**config.mk**
```make
export PLATFORM = sky130hd
export DESIGN_NAME = pipeline_hazard_controller
export DESIGN_NICKNAME = d
export VERILOG_FILES = /design/src/rtl/arm_pipe_pkg.sv /design/src/rtl/hazard_fwd_unit.sv /design/src/rtl/pipeline_hazard_controller.sv
export SDC_FILE = /design/constraint.sdc
export NUM_CORES = 1
export LEC_CHECK = 0
export CAP_MARGIN = 40
export CORE_MARGIN = 2
export CORE_UTILIZATION = 38
export CTS_CLUSTER_SIZE = 25
export DETAILED_ROUTE_END_ITERATION = 6
export PLACE_DENSITY_LB_ADDON = 0.2
export SKIP_LAST_GASP = 1
export SYNTH_ARGS = -nofsm -noshare
export SYNTH_HDL_FRONTEND = slang
export SYNTH_SLANG_ARGS = --single-unit
```
**constraint.sdc**
```tcl
create_clock -name clk -period 1.7 [get_ports clk]
set_input_delay 0.34 -clock clk [delete_from_list [all_inputs] [get_ports clk]]
set_output_delay 0.34 -clock clk [all_outputs]
set_load 0.01 [all_outputs]
```
**src/rtl/arm_pipe_pkg.sv**
```systemverilog
// Shared types and constants for the ARM 5-stage pipeline hazard controller.
package arm_pipe_pkg;

  localparam int unsigned CNT_W      = 3;
  localparam int unsigned PERF_W     = 32;
  localparam int unsigned PC_REG_IDX = 15;

  localparam logic [1:0] FWD_REG = 2'b00;
  localparam logic [1:0] FWD_WB  = 2'b01;
  localparam logic [1:0] FWD_MEM = 2'b10;

  typedef enum logic [1:0] {
    RUN        = 2'd0,
    LOAD_STALL = 2'd1,
    BR_FLUSH   = 2'd2,
    MEM_WAIT   = 2'd3
  } hz_state_t;

  // Pipeline sequencing controls driven by the controller each cycle.
  typedef struct packed {
    logic pc_enable;
    logic pc_sel_branch;
    logic if_id_enable;
    logic if_id_flush;
    logic cu_bubble;
    logic pipe_hold;
  } hz_ctrl_t;

endpackage

```
**src/rtl/hazard_fwd_unit.sv**
```systemverilog
// Combinational EX-operand forwarding selects and load-use hazard detect.
module hazard_fwd_unit
  import arm_pipe_pkg::*;
#(
  parameter int unsigned REG_W = 4
) (
  input  logic [REG_W-1:0] id_rn,
  input  logic [REG_W-1:0] id_rm,
  input  logic             id_uses_rn,
  input  logic             id_uses_rm,
  input  logic [REG_W-1:0] ex_rd,
  input  logic             ex_reg_write,
  input  logic             ex_mem_read,
  input  logic [REG_W-1:0] mem_rd,
  input  logic             mem_reg_write,
  input  logic [REG_W-1:0] wb_rd,
  input  logic             wb_reg_write,
  output logic [1:0]       fwd_a_sel,
  output logic [1:0]       fwd_b_sel,
  output logic             load_use
);

  localparam logic [REG_W-1:0] PC_IDX = REG_W'(PC_REG_IDX);

  logic rn_mem, rn_wb, rm_mem, rm_wb;
  logic rn_dep, rm_dep;

  // The PC is never a forwarding target: reads of r15 always come from the register file.
  assign rn_mem = mem_reg_write && (mem_rd == id_rn) && (id_rn != PC_IDX);
  assign rn_wb  = wb_reg_write  && (wb_rd  == id_rn) && (id_rn != PC_IDX);
  assign rm_mem = mem_reg_write && (mem_rd == id_rm) && (id_rm != PC_IDX);
  assign rm_wb  = wb_reg_write  && (wb_rd  == id_rm) && (id_rm != PC_IDX);

  assign fwd_a_sel = rn_mem ? FWD_MEM : (rn_wb ? FWD_WB : FWD_REG);
  assign fwd_b_sel = rm_mem ? FWD_MEM : (rm_wb ? FWD_WB : FWD_REG);

  assign rn_dep   = id_uses_rn && (id_rn == ex_rd);
  assign rm_dep   = id_uses_rm && (id_rm == ex_rd);
  assign load_use = ex_mem_read && ex_reg_write && (ex_rd != PC_IDX) && (rn_dep || rm_dep);

endmodule

```
**src/rtl/pipeline_hazard_controller.sv**
```systemverilog
// Sequencing controller for the 5-stage ARM pipeline: load-use stall, branch squash, memory freeze.
// Optional saturating perf counters are built when HAZARD_PERF_CNT_EN is defined.
module pipeline_hazard_controller
  import arm_pipe_pkg::*;
#(
  parameter int unsigned LOAD_LATENCY   = 1,
  parameter int unsigned BRANCH_PENALTY = 2,
  parameter int unsigned REG_W          = 4
) (
  input  logic              clk,
  input  logic              reset,
  input  logic [REG_W-1:0]  id_rn,
  input  logic [REG_W-1:0]  id_rm,
  input  logic              id_uses_rn,
  input  logic              id_uses_rm,
  input  logic [REG_W-1:0]  ex_rd,
  input  logic              ex_reg_write,
  input  logic              ex_mem_read,
  input  logic [REG_W-1:0]  mem_rd,
  input  logic              mem_reg_write,
  input  logic [REG_W-1:0]  wb_rd,
  input  logic              wb_reg_write,
  input  logic              branch_taken,
  input  logic              mem_busy,
  output logic              pc_enable,
  output logic              pc_sel_branch,
  output logic              if_id_enable,
  output logic              if_id_flush,
  output logic              cu_bubble,
  output logic              pipe_hold,
  output logic [1:0]        fwd_a_sel,
  output logic [1:0]        fwd_b_sel
`ifdef HAZARD_PERF_CNT_EN
  ,
  output logic [PERF_W-1:0] stall_cycles,
  output logic [PERF_W-1:0] flush_cycles,
  output logic [PERF_W-1:0] freeze_cycles
`endif
);

  if (LOAD_LATENCY < 1 || LOAD_LATENCY > 7) begin : g_bad_load_latency
    $error("pipeline_hazard_controller: LOAD_LATENCY must be in 1..7");
  end
  if (BRANCH_PENALTY < 1 || BRANCH_PENALTY > 7) begin : g_bad_branch_penalty
    $error("pipeline_hazard_controller: BRANCH_PENALTY must be in 1..7");
  end

  localparam logic [CNT_W-1:0] LL_RELOAD = CNT_W'(LOAD_LATENCY - 1);
  localparam logic [CNT_W-1:0] BP_RELOAD = CNT_W'(BRANCH_PENALTY - 1);
  localparam logic             LL_MULTI  = (LOAD_LATENCY > 1);
  localparam logic             BP_MULTI  = (BRANCH_PENALTY > 1);
  localparam logic [CNT_W-1:0] CNT_ONE   = CNT_W'(1);

  localparam hz_ctrl_t CTRL_RESET  = '{cu_bubble: 1'b1, default: 1'b0};
  localparam hz_ctrl_t CTRL_RUN    = '{pc_enable: 1'b1, if_id_enable: 1'b1, default: 1'b0};
  localparam hz_ctrl_t CTRL_FREEZE = '{pipe_hold: 1'b1, default: 1'b0};
  localparam hz_ctrl_t CTRL_STALL  = '{cu_bubble: 1'b1, default: 1'b0};
  localparam hz_ctrl_t CTRL_FLUSH  = '{pc_enable: 1'b1, if_id_flush: 1'b1, cu_bubble: 1'b1,
                                       default: 1'b0};
  localparam hz_ctrl_t CTRL_BRANCH = '{pc_enable: 1'b1, pc_sel_branch: 1'b1, if_id_flush: 1'b1,
                                       cu_bubble: 1'b1, default: 1'b0};

  hz_state_t        state_q, state_d, save_state_q, save_state_d, eff_state;
  logic [CNT_W-1:0] cnt_q, cnt_d, save_cnt_q, save_cnt_d, eff_cnt;
  logic             init_q;
  logic             in_reset;
  hz_ctrl_t         ctrl;
  logic             stall_act, flush_act, freeze_act;
  logic             load_use;
  logic [1:0]       fwd_a_raw, fwd_b_raw;

  hazard_fwd_unit #(.REG_W(REG_W)) u_fwd (
    .id_rn         (id_rn),
    .id_rm         (id_rm),
    .id_uses_rn    (id_uses_rn),
    .id_uses_rm    (id_uses_rm),
    .ex_rd         (ex_rd),
    .ex_reg_write  (ex_reg_write),
    .ex_mem_read   (ex_mem_read),
    .mem_rd        (mem_rd),
    .mem_reg_write (mem_reg_write),
    .wb_rd         (wb_rd),
    .wb_reg_write  (wb_reg_write),
    .fwd_a_sel     (fwd_a_raw),
    .fwd_b_sel     (fwd_b_raw),
    .load_use      (load_use)
  );

  // Reset values persist for one extra cycle after reset falls (init_q).
  assign in_reset = reset || init_q;

  always_ff @(posedge clk) begin
    if (reset) begin
      state_q      <= RUN;
      cnt_q        <= '0;
      save_state_q <= RUN;
      save_cnt_q   <= '0;
      init_q       <= 1'b1;
    end else begin
      state_q      <= state_d;
      cnt_q        <= cnt_d;
      save_state_q <= save_state_d;
      save_cnt_q   <= save_cnt_d;
      init_q       <= 1'b0;
    end
  end

  // Leaving MEM_WAIT, the saved state acts in the same cycle mem_busy drops.
  always_comb begin
    state_d      = state_q;
    cnt_d        = cnt_q;
    save_state_d = save_state_q;
    save_cnt_d   = save_cnt_q;
    ctrl         = CTRL_RESET;
    stall_act    = 1'b0;
    flush_act    = 1'b0;
    freeze_act   = 1'b0;
    eff_state    = state_q;
    eff_cnt      = cnt_q;
    if (state_q == MEM_WAIT) begin
      eff_state = save_state_q;
      eff_cnt   = save_cnt_q;
    end

    if (in_reset) begin
      state_d      = RUN;
      cnt_d        = '0;
      save_state_d = RUN;
      save_cnt_d   = '0;
    end else if (mem_busy) begin
      ctrl       = CTRL_FREEZE;
      freeze_act = 1'b1;
      if (state_q != MEM_WAIT) begin
        save_state_d = state_q;
        save_cnt_d   = cnt_q;
        state_d      = MEM_WAIT;
      end
    end else if (branch_taken) begin
      ctrl      = CTRL_BRANCH;
      flush_act = 1'b1;
      state_d   = BP_MULTI ? BR_FLUSH : RUN;
      cnt_d     = BP_MULTI ? BP_RELOAD : '0;
    end else begin
      state_d = RUN;
      cnt_d   = '0;
      case (eff_state)
        LOAD_STALL: begin
          ctrl      = CTRL_STALL;
          stall_act = 1'b1;
          if (eff_cnt != CNT_ONE) begin
            state_d = LOAD_STALL;
            cnt_d   = eff_cnt - CNT_ONE;
          end
        end
        BR_FLUSH: begin
          ctrl      = CTRL_FLUSH;
          flush_act = 1'b1;
          if (eff_cnt != CNT_ONE) begin
            state_d = BR_FLUSH;
            cnt_d   = eff_cnt - CNT_ONE;
          end
        end
        default: begin
          if (load_use) begin
            ctrl      = CTRL_STALL;
            stall_act = 1'b1;
            if (LL_MULTI) begin
              state_d = LOAD_STALL;
              cnt_d   = LL_RELOAD;
            end
          end else begin
            ctrl = CTRL_RUN;
          end
        end
      endcase
    end
  end

  assign pc_enable     = ctrl.pc_enable;
  assign pc_sel_branch = ctrl.pc_sel_branch;
  assign if_id_enable  = ctrl.if_id_enable;
  assign if_id_flush   = ctrl.if_id_flush;
  assign cu_bubble     = ctrl.cu_bubble;
  assign pipe_hold     = ctrl.pipe_hold;
  assign fwd_a_sel     = in_reset ? FWD_REG : fwd_a_raw;
  assign fwd_b_sel     = in_reset ? FWD_REG : fwd_b_raw;

`ifdef HAZARD_PERF_CNT_EN
  // Saturating occupancy counters for stall, flush and freeze cycles.
  always_ff @(posedge clk) begin
    if (reset) begin
      stall_cycles  <= '0;
      flush_cycles  <= '0;
      freeze_cycles <= '0;
    end else begin
      if (stall_act && (stall_cycles != '1))   stall_cycles  <= stall_cycles + PERF_W'(1);
      if (flush_act && (flush_cycles != '1))   flush_cycles  <= flush_cycles + PERF_W'(1);
      if (freeze_act && (freeze_cycles != '1)) freeze_cycles <= freeze_cycles + PERF_W'(1);
    end
  end
`else
  logic unused_perf;
  assign unused_perf = ^{stall_act, flush_act, freeze_act};
`endif

endmodule

```
# Word level (Yosys, flattened, before mapping)
# Index checks and enable logic that the tools add are counted.
word_totals:
  register_bits: 11
  input_bits: 30
  out_inout_bits: 10
  word_cells: 62
op_classes:
  n_addsub: 1
  eq_ne: 15
  n_mux: 23
  n_reduce_logical: 18
ops:
  columns: ["operator", "n"]
  rows:
  - ["4-bit == test", 6]
  - ["6-bit 2-to-1 mux", 4]
  - ["2-bit 2-to-1 mux", 9]
  - ["1-bit logical AND", 13]
  - ["3-bit 2-to-1 mux", 4]
  - ["4-bit inequality test (second input constant)", 3]
  - ["6-bit one-hot mux with 2 select lines", 1]
  - ["2-bit == test (second input constant)", 2]
  - ["1-bit 2-to-1 mux", 4]
  - ["2-bit one-hot mux with 2 select lines", 1]
  - ["2-bit OR reduction", 2]
  - ["3-bit by 1-bit inequality test with 1-bit output (second input constant)", 1]
  - ["3-bit by 1-bit subtractor with 3-bit output (second input constant)", 1]
  - ["2-bit by 1-bit == test with 1-bit output (second input constant)", 1]
  - ["1-bit logical OR", 2]
  - ["2-bit by 1-bit inequality test with 1-bit output (second input constant)", 1]
  - ["2-bit inequality test (second input constant)", 1]
  - ["2-bit AND reduction", 1]

# Logic depth before layout (Yosys ltp)
depth:
  word_depth: 9
  mapped_depth: 8
  ltp_nobuf: 8

# By module
# A second synthesis with hierarchy kept.
unflattened:
  hier_cells: 135
  area_unflattened_um2: 1047.3
modules_own_cells:
  columns: ["mod", "n_inst", "cells_each", "area_each_um2", "seq_area_each_um2"]
  rows:
  - ["pipeline_hazard_controller", 1, 80, 666.9, 220.2]
  - ["hazard_fwd_unit", 1, 55, 380.4, 0.0]

# Least setup slack after synthesis
# OpenSTA, ideal clock, no wires.
synth_path:
  path_kind: "register -> output"
  startpoint: "register state_q[1]"
  endpoint: "output if_id_enable"
  t_arrival_ps: 1348
  required_time_ps: 1360
  slack_ps: 12
  path_stages_with_launch: 7
  n_path_buf: 0
  cell_sequence: "dfxtp_1 -> inv_1 -> o21a_1 -> ha_1 -> inv_1 -> nor2_1 -> and3_1"
synth_via:
  elab_chain_len: 7
  word_cells_on_any_way: 8
  cone_classes: "3 x eq/ne; 5 x mux"
synth_rtl:
  columns: ["element", "line_no", "rtl"]
  rows:
  - ["start: declaration", "pipeline_hazard_controller.sv:63", "hz_state_t state_q, state_d, save_state_q, save_state_d, eff_state;"]
  - ["start signal: assignment", "pipeline_hazard_controller.sv:100", "state_q <= state_d;"]
  - ["2-bit == test", "pipeline_hazard_controller.sv:120", "if (state_q == MEM_WAIT) begin"]
  - ["2-bit 2-to-1 mux *", "pipeline_hazard_controller.sv:120", null]
  - ["2-bit == test / 2-bit by 1-bit == test with 1-bit output (equally long branches)", "pipeline_hazard_controller.sv:146", "case (eff_state)"]
  - ["6-bit one-hot mux with 2 select lines *", "pipeline_hazard_controller.sv:146", null]
  - ["6-bit 2-to-1 mux *", "pipeline_hazard_controller.sv:138", "end else if (branch_taken) begin"]
  - ["6-bit 2-to-1 mux *", "pipeline_hazard_controller.sv:130", "end else if (mem_busy) begin"]
  - ["6-bit 2-to-1 mux *", "pipeline_hazard_controller.sv:125", "if (in_reset) begin"]
  - ["end: declaration", "pipeline_hazard_controller.sv:27", "output logic if_id_enable,"]
# Every way passes the cells marked *; elsewhere a longest branch is shown, timed or not.

# Final worst setup path
# Same ends and word-level chain as after synthesis.

==> results.py <==
metrics = {
    "finish": {
        "final_common_cell": "buf_4",
        "drive_gt1_share_pct": 43.3,
        "post-route-cell-area_um2": 1650,
        "final_cell_mix": "buf_4 (24), buf_2 (17), xor2_1 (13), nand3_1 (13)",
        "antenna_cells": 0,
        "fin_nets": 229,
        "syn_to_final_growth_pct": 72.5,
    },
    "yosys": {
        "avgSynthCellArea_um2": 7.58,
        "synth_area_um2": 955,
        "synthCells": 126,
        "synth_nets": 160,
        "synth-seq-cells": 11,
        "synth.top_cell.area_share_pct": 23.1,
        "synth-warning-count": 0,
        "yosys.cell_types.count": 32,
        "synth_area_leaders": "dfxtp_1 (23%), xor2_1 (12%), nand3_1 (7.9%)",
        "synth-seq-area-share_pct": 23.1,
        "yosys.area.top_type": "dfxtp_1",
    },
    "sta": {
        "clock_skew_ns": 0.00389,
        "maxSlewViolCount": 0,
        "worst_slack_ns": -0.259,
        "period_share_pct": 115,
        "hold_viol_final": 0,
        "setup-violations-final": 5,
        "max_slew.worst_pin.slew_ns": 0.327,
        "holdWs_ns": 0.358,
        "rsz0062_at_grt": "true",
        "relSlewSlack_pct": 78.2,
        "period_needed_ns": 1.96,
        "fin_tns_setup_ns": -0.951,
        "fmax_mhz": 511,
    },
    "global_route": {
        "antenna_found_initial": 0,
        "grt_pass1_wl_um": 4480,
        "overflow": 0,
        "grt_pass1_vias": 1096,
        "grt_max_degree": 15,
        "grt.total_usage_pct": 21.1,
    },
    "placed_design": {
        "routabilityCongestion": 0.792,
        "post-place-ws_ns": -0.906,
        "io_buffer_count": 39,
        "hpwl_um": 2200,
        "placed_area_um2": 1530,
    },
    "floorplanning": {
        "die-area_um2": 2930,
        "io_pins": 40,
        "die_width_um": 54.1,
        "fp.coreArea_um2": 2430,
        "die_h_um": 54.1,
        "rows": 18,
        "start_util_pct": 39.2,
    },
    "power_and_ir_drop": {
        "clkPwrFrac_pct": 24.2,
        "power.density_nw_per_um2": 461,
        "p_seq_share_pct": 35.9,
        "p_int_mw": 0.516,
        "peakVddDrop_uv": 345,
        "switching_share_pct": 32.0,
        "power.static_leakage_nw": 0.736,
        "power.switching_mw": 0.243,
        "comb_power_share_pct": 39.9,
    },
    "route": {
        "route.detailed.drc": 0,
        "via_count": 1141,
        "routed_wl_um": 3150,
        "drt-initial-drc-count": 22,
        "drt_pass1_iterations": 4,
        "antenna_left": 0,
        "wire_per_inst_um": 14.1,
        "avgViaCountPerCell": 5.09,
    },
    "clock_network": {
        "cts_buffer_depth": 2,
        "numCtsBuffers": 3,
        "cts_max_level": 1,
        "clk_latency_ns": 0.27,
        "cts_hold_repair.buffers": 0,
        "clk_pin_slew_ns": 0.07,
        "cts_root_buf": "clkbuf_4",
        "cts_tree": "yes",
        "cts.sinks": 11,
    },
    "outcome": {
        "violations": "negative setup slack",
        "outcome": "finished, violations left",
    },
    "setup_path": {
        "cp-end-kind": "primary output",
        "cp_data_arrival_time_ns": 1.62,
        "crit_fanout": 3,
        "cp_data_required_time_ns": 1.36,
        "crit_type": "flop to primary output",
        "critPathLaunchType": "flop",
    },
    "min_path": {
        "min_path_type": "input port to flop",
    },
    "job": {
        "drv_cap": 0,
    },
}
what timing repair did:
| action | in CTS | in global routing |
|---|---|---|
| setup endpoints to repair | 10 | 12 |
| pin swaps | 17 | 19 |
| gates resized for setup | 111 | 29 |
| gates cloned | 0 | 0 |
| setup buffers | 4 | 2 |
| endpoints found under the hold margin | 0 | 0 |
cell usage after synthesis:
| cell | n |
|---|---|
| ha_1 | 4 |
| nor2b_1 | 2 |
| clkbuf_1 | 2 |
| or2_2 | 1 |
| a21oi_1 | 7 |
| o21ai_0 | 5 |
| inv_1 | 7 |
| dfxtp_1 | 11 |
| mux2i_1 | 3 |
| nand4_1 | 3 |
| a22oi_1 | 1 |
| o31ai_1 | 1 |
| nor4b_2 | 1 |
| xor2_1 | 13 |
| clkbuf_2 | 1 |
| nand3_1 | 15 |
| and3_1 | 3 |
| and4_4 | 1 |
| a21o_1 | 1 |
| a31oi_1 | 1 |
| and2_1 | 2 |
| nor4_1 | 1 |
| nand2_1 | 5 |
| nand2b_1 | 2 |
| nor3_1 | 7 |
| mux2_2 | 1 |
| nand2_2 | 1 |
| a31oi_2 | 1 |
| o21a_1 | 3 |
| nor2_1 | 12 |
| xnor2_1 | 7 |
| buf_6 | 1 |
final cells by class:
type                       count  area, µm²
clock buffer                   4       26.3
fill                         203        786
inverter                       7       28.8
multi-input combinational    104        822
sequential                    11        224
tap                           30       37.5
timing repair buffer          68        508
flip-flops by register name, indices dropped and copies added, names as in the netlist:
signal        cells
cnt_q             3
init_q            1
save_cnt_q        3
save_state_q      2
state_q           2
metrics by stage:
stage	total power [mW]	cells	util (%)
after floorplan	0.387	126	-
after global placement	0.541	214	63.0
after detailed placement	0.546	214	63.0
after CTS	0.733	222	66.2
after global routing	0.803	224	67.7
final	0.759	224	67.7
power by group through the flow:
stage          combinational [mW]  sequential, mW  clock, mW
2_1_floorplan               0.112           0.275          0
3_3_place_gp                0.265           0.275          0
3_5_place_dp                0.270           0.276          0
4_1_cts                     0.277           0.270      0.185
5_1_grt                     0.329           0.273      0.202
6_report                    0.303           0.272      0.184
layer usage:
| layer | global-route usage (%) | part of all wire [%] | vias to the layer above |
|---|---|---|---|
| met4 | 7.08 | 1.3 | 0 |
| met5 | 0 | 0 | - |
| li1 | - | - | 578 |
| met2 | 39.8 | 55 | 27 |
| met1 | 23.8 | 41 | 532 |
| met3 | 2.78 | 3.4 | 4 |
critical path: stages (launching register included):
cell and delay (ns):
dfxtp_2 0.35, inv_2 0.05, o21a_4 0.21, ha_4 0.30
inv_4 0.05, nor2_4 0.10, and3_4 0.19, buf_6 0.09
logic make-up after synthesis:
group	Yosys count	share of synthesized area (%)
AND/OR/NAND/NOR	56	30.8
buffers and inverters	11	5.24
XOR/XNOR	20	18.3
flip-flops	11	23.1
multiplexers	4	4.33
AO/OA/AOI/OAI	20	13.0
adder cells (fa/ha/maj)	4	5.24
path summary, 6_finish.rpt:
path / from / endpoint / slack (ns) / depth (start not counted)
setup reg to reg: state_q[1]$_SDFFE_PP0P_ / cnt_q[2]$_SDFFE_PP0N_ / 0.12 / 8
setup / recovery: state_q[1]$_SDFFE_PP0P_ / if_id_enable / -0.26 / 7
hold reg to reg: save_cnt_q[2]$_SDFFE_PP0P_ / save_cnt_q[2]$_SDFFE_PP0P_ / 0.47 / 2
hold / removal: reset / init_q$_DFF_P_ / 0.36 / 1
No activity file was read; power rests on OpenSTA's default activity.
